## config.mk

```make
export PLATFORM = sky130hd
export DESIGN_NAME = rst_cond
export DESIGN_NICKNAME = d
export VERILOG_FILES = /design/src/rtl/rst_pkg.sv /design/src/rtl/rst_sync_chain.sv /design/src/rtl/rst_cond.sv
export SDC_FILE = /design/constraint.sdc
export NUM_CORES = 1
export LEC_CHECK = 0
export ABC_AREA = 1
export CORE_MARGIN = 3
export CORE_UTILIZATION = 44
export DETAILED_ROUTE_END_ITERATION = 7
export GPL_TIMING_DRIVEN = 0
export HOLD_SLACK_MARGIN = 0.15
export PLACE_DENSITY = 0.74
export SLEW_MARGIN = 20
export SYNTH_ARGS = -nofsm -noshare
export SYNTH_HDL_FRONTEND = slang
export SYNTH_SLANG_ARGS = --single-unit
```

## constraint.sdc

```tcl
create_clock -name clk -period 1.4 [get_ports clk]
set_input_delay 0.14 -clock clk [delete_from_list [all_inputs] [get_ports clk]]
set_output_delay 0.14 -clock clk [all_outputs]
set_load 0.01 [all_outputs]
```

## src/rtl/rst_pkg.sv

```systemverilog
// Shared types and default constants for the reset conditioner.
// No logic; imported by rst_sync_chain and rst_cond.
package rst_pkg;

    typedef enum logic [1:0] {
        ST_ASSERT = 2'd0,
        ST_HOLD   = 2'd1,
        ST_RUN    = 2'd2,
        ST_SOFT   = 2'd3
    } rst_state_e;

    localparam int RST_SYNC_STAGES_DEF = 2;
    localparam int RST_HOLD_CYCLES_DEF = 16;

endpackage

```

## src/rtl/rst_sync_chain.sv

```systemverilog
// Reset deassertion synchronizer: async clear to 0, shifts 1 in from the bottom.
// Latency: SYNC_STAGES clk edges from rst_n release to sync_out high.
// Backpressure: none.
module rst_sync_chain
    import rst_pkg::*;
#(
    parameter int SYNC_STAGES = RST_SYNC_STAGES_DEF
) (
    input  logic clk,
    input  logic rst_n,
    output logic sync_out
);

    logic [SYNC_STAGES-1:0] sync_q;

    always_ff @(posedge clk or negedge rst_n) begin
        if (!rst_n) begin
            sync_q <= '0;
        end else begin
            sync_q <= {sync_q[SYNC_STAGES-2:0], 1'b1};
        end
    end

    assign sync_out = sync_q[SYNC_STAGES-1];

endmodule

```

## src/rtl/rst_cond.sv

```systemverilog
// Reset conditioner: sync release, HOLD_CYCLES stretch, optional soft reset (RST_COND_SOFT_EN).
// Latency: rst_out_n rises SYNC_STAGES+HOLD_CYCLES+1 edges after rst_n release.
// Backpressure: none; soft_req is a level, acknowledged by a one-cycle soft_ack.
module rst_cond
    import rst_pkg::*;
#(
    parameter int SYNC_STAGES = RST_SYNC_STAGES_DEF,
    parameter int HOLD_CYCLES = RST_HOLD_CYCLES_DEF
) (
    input  logic       clk,
    input  logic       rst_n,
    input  logic       soft_req,
    output logic       rst_out_n,
    output logic       rst_done,
    output logic       soft_ack,
    output logic [7:0] rst_cnt,
    output logic [1:0] state
);

    localparam int             CW        = $clog2(HOLD_CYCLES + 1);
    localparam logic [CW-1:0]  HOLD_LOAD = CW'(HOLD_CYCLES - 1);
    localparam logic [CW-1:0]  CNT_ONE   = CW'(1);

    rst_state_e    state_q;
    rst_state_e    state_d;
    logic [CW-1:0] hold_cnt;
    logic [CW-1:0] hold_cnt_d;
    logic          rst_out_n_q;
    logic          done_q;
    logic          done_d;
    logic          sync_out;
    logic          soft_go;
    logic          soft_take;

    rst_sync_chain #(
        .SYNC_STAGES(SYNC_STAGES)
    ) u_sync (
        .clk      (clk),
        .rst_n    (rst_n),
        .sync_out (sync_out)
    );

`ifdef RST_COND_SOFT_EN
    assign soft_go = soft_req;
`else
    logic unused_soft_req;
    assign soft_go         = 1'b0;
    assign unused_soft_req = soft_req;
`endif

    always_comb begin
        state_d    = state_q;
        hold_cnt_d = hold_cnt;
        done_d     = 1'b0;
        soft_take  = 1'b0;
        case (state_q)
            ST_ASSERT: begin
                if (sync_out) begin
                    state_d    = ST_HOLD;
                    hold_cnt_d = HOLD_LOAD;
                end
            end
            ST_HOLD: begin
                if (hold_cnt == '0) begin
                    state_d = ST_RUN;
                    done_d  = 1'b1;
                end else begin
                    hold_cnt_d = hold_cnt - CNT_ONE;
                end
            end
            ST_RUN: begin
                if (soft_go) begin
                    state_d   = ST_SOFT;
                    soft_take = 1'b1;
                end
            end
            ST_SOFT: begin
                state_d    = ST_HOLD;
                hold_cnt_d = HOLD_LOAD;
            end
            default: begin
                state_d = ST_ASSERT;
            end
        endcase
    end

    // rst_out_n is registered from the next state so it never sees rst_n or soft_req combinationally.
    always_ff @(posedge clk or negedge rst_n) begin
        if (!rst_n) begin
            state_q     <= ST_ASSERT;
            hold_cnt    <= '0;
            rst_out_n_q <= 1'b0;
            done_q      <= 1'b0;
        end else begin
            state_q     <= state_d;
            hold_cnt    <= hold_cnt_d;
            rst_out_n_q <= (state_d == ST_RUN);
            done_q      <= done_d;
        end
    end

`ifdef RST_COND_SOFT_EN
    logic       ack_q;
    logic [7:0] cnt_q;

    always_ff @(posedge clk or negedge rst_n) begin
        if (!rst_n) begin
            ack_q <= 1'b0;
            cnt_q <= 8'd0;
        end else begin
            ack_q <= soft_take;
            if (soft_take && (cnt_q != 8'hFF)) begin
                cnt_q <= cnt_q + 8'd1;
            end
        end
    end

    assign soft_ack = ack_q;
    assign rst_cnt  = cnt_q;
`else
    assign soft_ack = 1'b0;
    assign rst_cnt  = 8'd0;
`endif

    assign rst_out_n = rst_out_n_q;
    assign rst_done  = done_q;
    assign state     = state_q;

endmodule

```

==> results of run 1 <==
[per-layer routing]
layer  routed length, um  GRT usage [%]
met1                 380          14.44
met2                 462          18.52
met3                  72          3.863
met4                  48          13.04
met5                   0              0
[power by group through the flow]
stage | logic [mW] | clock network, mW | registers [mW]
after CTS | 0.687 | 0.226 | 0.493
after detailed placement | 0.652 | 0 | 0.511
after global routing | 0.770 | 0.243 | 0.508
after global placement | 0.617 | 0 | 0.506
final | 0.681 | 0.217 | 0.497
after floorplan | 0.470 | 0 | 0.514
[per-stage QoR]
step	utilization [%]	instances
2_1_floorplan	-	77
3_3_place_gp	57.37	96
3_5_place_dp	57.37	96
4_1_cts	60.26	101
5_1_grt	60.26	101
6_report	60.26	101
[cells in the final DEF (no fill, tap or decap)]
| cell | netlist | layout |
|---|---|---|
| buf_4 | 9 | 10 |
| nor2_2 | 2 | 2 |
| inv_2 | 2 | 2 |
| nand2_4 | 2 | 2 |
| nand2_2 | 2 | 2 |
| nand3_1 | 7 | 7 |
| clkbuf_1 | 0 | 1 |
| o21ai_0 | 2 | 2 |
| clkdlybuf4s50_1 | 0 | 5 |
| nand2_1 | 16 | 16 |
| nor2_1 | 3 | 3 |
| conb_1 | 2 | 10 |
| dfrtp_1 | 11 | 11 |
| ha_1 | 1 | 1 |
| clkbuf_4 | 0 | 3 |
| inv_1 | 8 | 8 |
| a21oi_1 | 2 | 2 |
[logic make-up (layout without fill, tap and decap cells)]
logic type / after synthesis / in the layout
simple gates: 32 / 32
buf+inv: 19 / 29
flops: 11 / 11
compound gates: 4 / 4
other cells: 2 / 10
fa+ha+maj: 1 / 1
[area by class of cell]
cell class | instances | area [um2] | share of cell area (%)
Buffer | 9 | 67.56 | 9.574
Timing Repair Buffer | 6 | 57.56 | 8.156
Multi-Input combinational cell | 47 | 224.0 | 31.74
Inverter | 10 | 37.54 | 5.319
Tap cell | 14 | 17.52 | 2.482
Clock buffer | 4 | 26.28 | 3.723
Sequential cell | 11 | 275.3 | 39.01
[how the worst max path moves through the flow]
stage	slack, ns	end	start
2_1_floorplan	0.31	hold_cnt[3]	hold_cnt[0]
3_5_place_dp	0.16	hold_cnt[3]	hold_cnt[0]
4_1_cts	0.09	state[1]	state[1]
5_1_grt	0.04	state[0]	state[0]
3_3_place_gp	0.22	hold_cnt[3]	hold_cnt[0]
6_report	0.07	state[0]	state[0]
[flip-flops by register name, indices dropped and copies added (netlist names)]
name and count:
hold_cnt 5, rst_done 1, rst_out_n 1, state 2
u_sync.sync_q 2
==> results.tsv, run 1 <==
stage	metric	value	unit
clock_tree	cts.sinks	11	
setup_path	r2r-start	hold_cnt[0]	
sta	timing.final.crit_share	94.99	%
yosys	synthTopCellsByArea	dfrtp_1 48%, buf_4 12%, nand2_1 10%	
placement	pre_cts_ws	0.1614	ns
yosys	synth-main-ff-cell	dfrtp_1	
routing	wire_per_inst	9.535	um
setup_path	worstSetupPathDepth	1	
power_and_ir_drop	pwr-share-clk	15.5	%
yosys	synth_xor_area_share	0	%
yosys	syn_avg_cell_area	8.323	um2
yosys	yosys.area_share.simple	26.80	%
routing	dr_total_vias	448	
power_and_ir_drop	internal_power	820.6	uW
clock_tree	cts_tree	yes	
sta	hold_violations	0	
die	core_area	0.001171	mm2
power_and_ir_drop	ir_drop	897.6	uV
grt	antenna_found_initial	0	
clock_tree	clk_latency	0.27	ns
yosys	synth_common_cells	16 x nand2_1, 11 x dfrtp_1, 9 x buf_4, 8 x inv_1, 7 x nand3_1	
finish	synthToLayoutAreaGrowth	22.88	%
routing	dr.pass1.iters	4	
setup_path	critPathKind	reg -> out	
sta	slew_viol_final	0	
setup_path	r2r_end	hold_cnt[3]	
placement	place_congestion	0.8749	
sta	min_period	1.330	ns
setup_path	worstPathArrival	1.19	ns
routing	drt.antenna.violating_nets	0	
grt	grt_pass1_vias	384	
setup_path	crit_family	buffers and inverters	
clock_tree	cts_setup_buffers	1	
clock_tree	ctsLongestPathBuffers	2	
power_and_ir_drop	switching_share	41.15	%
yosys	netlist_area	574.3	um2
finish	fin_area	705.7	um2
die	die_w	42.13	um
setup_path	critical_path_required	1.26	ns
yosys	synthAdderAreaFrac	2.179	%
die	ioPinCount	16	
yosys	synth_top_family_by_area	simple AND/OR/NAND/NOR gates	
sta	setup_tns	0	ns
yosys	muxShareOfSynthArea	0	%
clock_tree	path_clk_slew	0.07	ns
setup_path	start_kind	register	
grt	grt.total_usage	12.83	%
setup_path	reg2reg_slack	0.16	ns
yosys	synth-async-reset-ratio	100.0	%
clock_tree	h-tree-depth	1	
finish	finalNetCount	92	
yosys	synthCells	69	
finish	fill_cells	114	
clock_tree	ctsResizeCount	0	
die	num_rows	12	
setup_path	slowest_delay	0.54	ns
setup_path	cp_cell_sequence	clkdlybuf4s50_1	
yosys	ys_warn_count	0	
setup_path	rr_worst_depth	7	
grt	grt_pass1_wl	1607	um
routing	viasPerCell	4.436	
placement	numPortBuffers	5	
die	start_util	49.04	%
yosys	synth_most_common_cell	nand2_1	
power_and_ir_drop	p_seq_share	35.6	%
routing	routed_wl	963	um
routing	route.detailed.drc	0	
job	cap_violations	0	
power_and_ir_drop	power	1.394	mW
grt	grt.overflow.total	0	
setup_path	crit_buf_inv	1	
clock_tree	numCtsBuffers	3	
placement	dpl.hpwl	720.5	um
yosys	synth_top_area_share	47.93	%
power_and_ir_drop	p_comb_share	48.8	%
die	die_h	42.13	um
yosys	ys_seq_area_share	47.93	%
setup_path	crit_path_end_kind	output port	
setup_path	crit_fanout	2	
yosys	synth-compound-area-share	3.486	%
die	dieArea	0.001775	mm2
sta	finalSetupViolations	0	
clock_tree	clock-root-buffer	clkbuf_4	
sta	holdWs	0.1872	ns
power_and_ir_drop	p_sw	573.8	uW
grt	grt_max_degree	12	
finish	n_antenna_cell	0	
yosys	synth_top_area_cell	dfrtp_1	
clock_tree	cts_hold_buffers	0	
yosys	synth_edf_count	0	
power_and_ir_drop	leakage	0.4021	nW
finish	drive_above_1_share	24.14	%
sta	rsz0062_at_grt	no	
run_status	status	finished clean	
yosys	synth_cell_type_count	14	
yosys	ys_ff_latch	11	
setup_path	cp_slowest_cell	clkdlybuf4s50_1	
hold_path	worstHoldPathType	in -> async	
power_and_ir_drop	power.density	1976	mW/mm2
sta	fmax	751.9	MHz
routing	drt_iter0_markers	4	
placement	placed_area	671.9	um2
sta	fin_ws	0.07007	ns
sta	finClkSkew	0.001812	ns
No activity file was read; power rests on OpenSTA's default activity.
==> inputs of run 2 (changes only) <==
- CORE_UTILIZATION: 44 -> 40
- PLACE_DENSITY: 0.74 -> 0.71
- clock period: 1.4 -> 1.1 ns (I/O delays scaled with it)
==> results.tsv, run 2 (synthesized netlist as in run 1, its figures left out) <==
stage	metric	value	unit
run_status	status	finished clean	
power_and_ir_drop	pwr-share-clk	14.8	%
clock_tree	clock-root-buffer	clkbuf_4	
routing	dr_total_vias	419	
grt	grt.overflow.total	0	
clock_tree	clk_latency	0.27	ns
clock_tree	ctsLongestPathBuffers	2	
clock_tree	path_clk_slew	0.07	ns
routing	viasPerCell	4.029	
power_and_ir_drop	ir_drop	1166	uV
setup_path	reg2reg_slack	0.007	ns
grt	grt.total_usage	12.93	%
sta	timing.final.crit_share	99.32	%
routing	routed_wl	984	um
power_and_ir_drop	switching_share	41.86	%
die	die_w	43.89	um
power_and_ir_drop	p_seq_share	33.9	%
setup_path	critPathKind	reg -> reg	
routing	drt.antenna.violating_nets	0	
placement	numPortBuffers	5	
hold_path	worstHoldPathType	in -> async	
setup_path	r2r_end	hold_cnt[3]	
placement	placed_area	673.1	um2
power_and_ir_drop	leakage	0.4317	nW
sta	rsz0062_at_grt	yes	
die	start_util	43.59	%
sta	hold_violations	0	
die	core_area	0.001318	mm2
routing	drt_iter0_markers	6	
sta	fmax	915.3	MHz
power_and_ir_drop	internal_power	1.098	mW
finish	largest_register_ffs	5	
finish	regMostFlops	hold_cnt	
setup_path	crit_path_end_kind	register	
clock_tree	cts.sinks	11	
placement	place_congestion	0.7954	
finish	n_antenna_cell	0	
setup_path	crit_fanout	6	
clock_tree	cts_hold_buffers	0	
clock_tree	h-tree-depth	1	
finish	finalNetCount	94	
finish	drive_above_1_share	34.83	%
finish	final_cell_mix	16 x nand2_1, 12 x buf_4, 11 x dfrtp_1	
setup_path	rr_worst_depth	8	
placement	dpl.hpwl	691.4	um
setup_path	critical_path_required	1.27	ns
sta	slew_viol_final	0	
routing	route.detailed.drc	0	
die	num_rows	13	
finish	synthToLayoutAreaGrowth	29.41	%
routing	dr.pass1.iters	2	
grt	antenna_found_initial	0	
power_and_ir_drop	p_sw	790.9	uW
die	die_h	43.89	um
clock_tree	numCtsBuffers	3	
sta	setup_tns	0	ns
sta	finClkSkew	0.003138	ns
finish	fin_area	743.2	um2
setup_path	r2r-start	hold_cnt[0]	
sta	min_period	1.093	ns
job	cap_violations	0	
power_and_ir_drop	power.density	2542	mW/mm2
setup_path	start_kind	register	
grt	grt_pass1_wl	1676	um
grt	grt_max_degree	12	
die	dieArea	0.001926	mm2
clock_tree	cts_tree	yes	
sta	finalSetupViolations	0	
routing	wire_per_inst	9.462	um
grt	grt_pass1_vias	387	
power_and_ir_drop	p_comb_share	51.2	%
finish	final_common_cell	nand2_1	
die	ioPinCount	16	
setup_path	worstPathArrival	1.26	ns
-- run 2: per-stage QoR --
stage	util, %	cells	hold slack (ns)	power [mW]	setup WS [ns]
after floorplan	-	77	-0.1856	1.251	0.005626
after global placement	51.09	97	0.3358	1.433	-0.07948
after detailed placement	51.09	97	0.3395	1.461	-0.1022
after CTS	55.56	103	0.1791	1.849	0.01565
after global routing	56.41	104	0.1836	2.074	-0.06177
final	56.41	104	0.1588	1.889	0.007428
-- run 2: final cells by class --
cell class,instances,area (um2)
Multi-Input combinational cell,47,247.7
Sequential cell,11,275.3
Fill cell,122,574.3
Timing Repair Buffer,8,68.82
Clock buffer,3,22.52
Tap cell,15,18.77
Buffer,9,67.56
Inverter,10,37.54
Clock inverter,1,5.005
-- run 2: how the worst max path moves through the flow --
| stage | startpoint | to | slack, ns | cells past startpoint |
|---|---|---|---|---|
| 6_report | hold_cnt[0] | hold_cnt[3] | 0.007 | 8 |
| 3_3_place_gp | hold_cnt[0] | hold_cnt[3] | -0.08 | 7 |
| 2_1_floorplan | hold_cnt[0] | hold_cnt[3] | 0.006 | 8 |
| 3_5_place_dp | hold_cnt[0] | hold_cnt[3] | -0.10 | 7 |
| 4_1_cts | hold_cnt[0] | hold_cnt[3] | 0.02 | 8 |
| 5_1_grt | hold_cnt[0] | hold_cnt[3] | -0.06 | 7 |
-- run 2: metal layers --
metal,part of all wire [%],global-route usage [%],vias to the layer above
li1,-,-,231
met1,41,14.40,173
met2,49,18.90,11
met3,5.6,4.149,4
met4,4.4,12.65,0
met5,0,0,-
-- run 2: repair_timing --
action                     4_1_cts  5_1_grt
pin swaps                        2        0
setup endpoints to repair       11        7
gates resized for setup         11        3
setup buffers                    2        1
-- run 2: critical path, cell delays in order (launching register included) --
cell and delay, ns:
dfrtp_1 0.38, inv_2 0.06, ha_4 0.17, nand2_4 0.08, inv_2 0.04, nand2_4 0.08
nand2_4 0.06, nand2_1 0.06, nand2_1 0.05
-- run 2: power by group through the flow --
stage	Combinational [mW]	Sequential (mW)	Clock, mW
CTS	0.927	0.630	0.292
finish	0.968	0.641	0.280
floorplan	0.598	0.654	0
global placement	0.788	0.645	0
detailed placement	0.809	0.652	0
global route	1.11	0.652	0.316
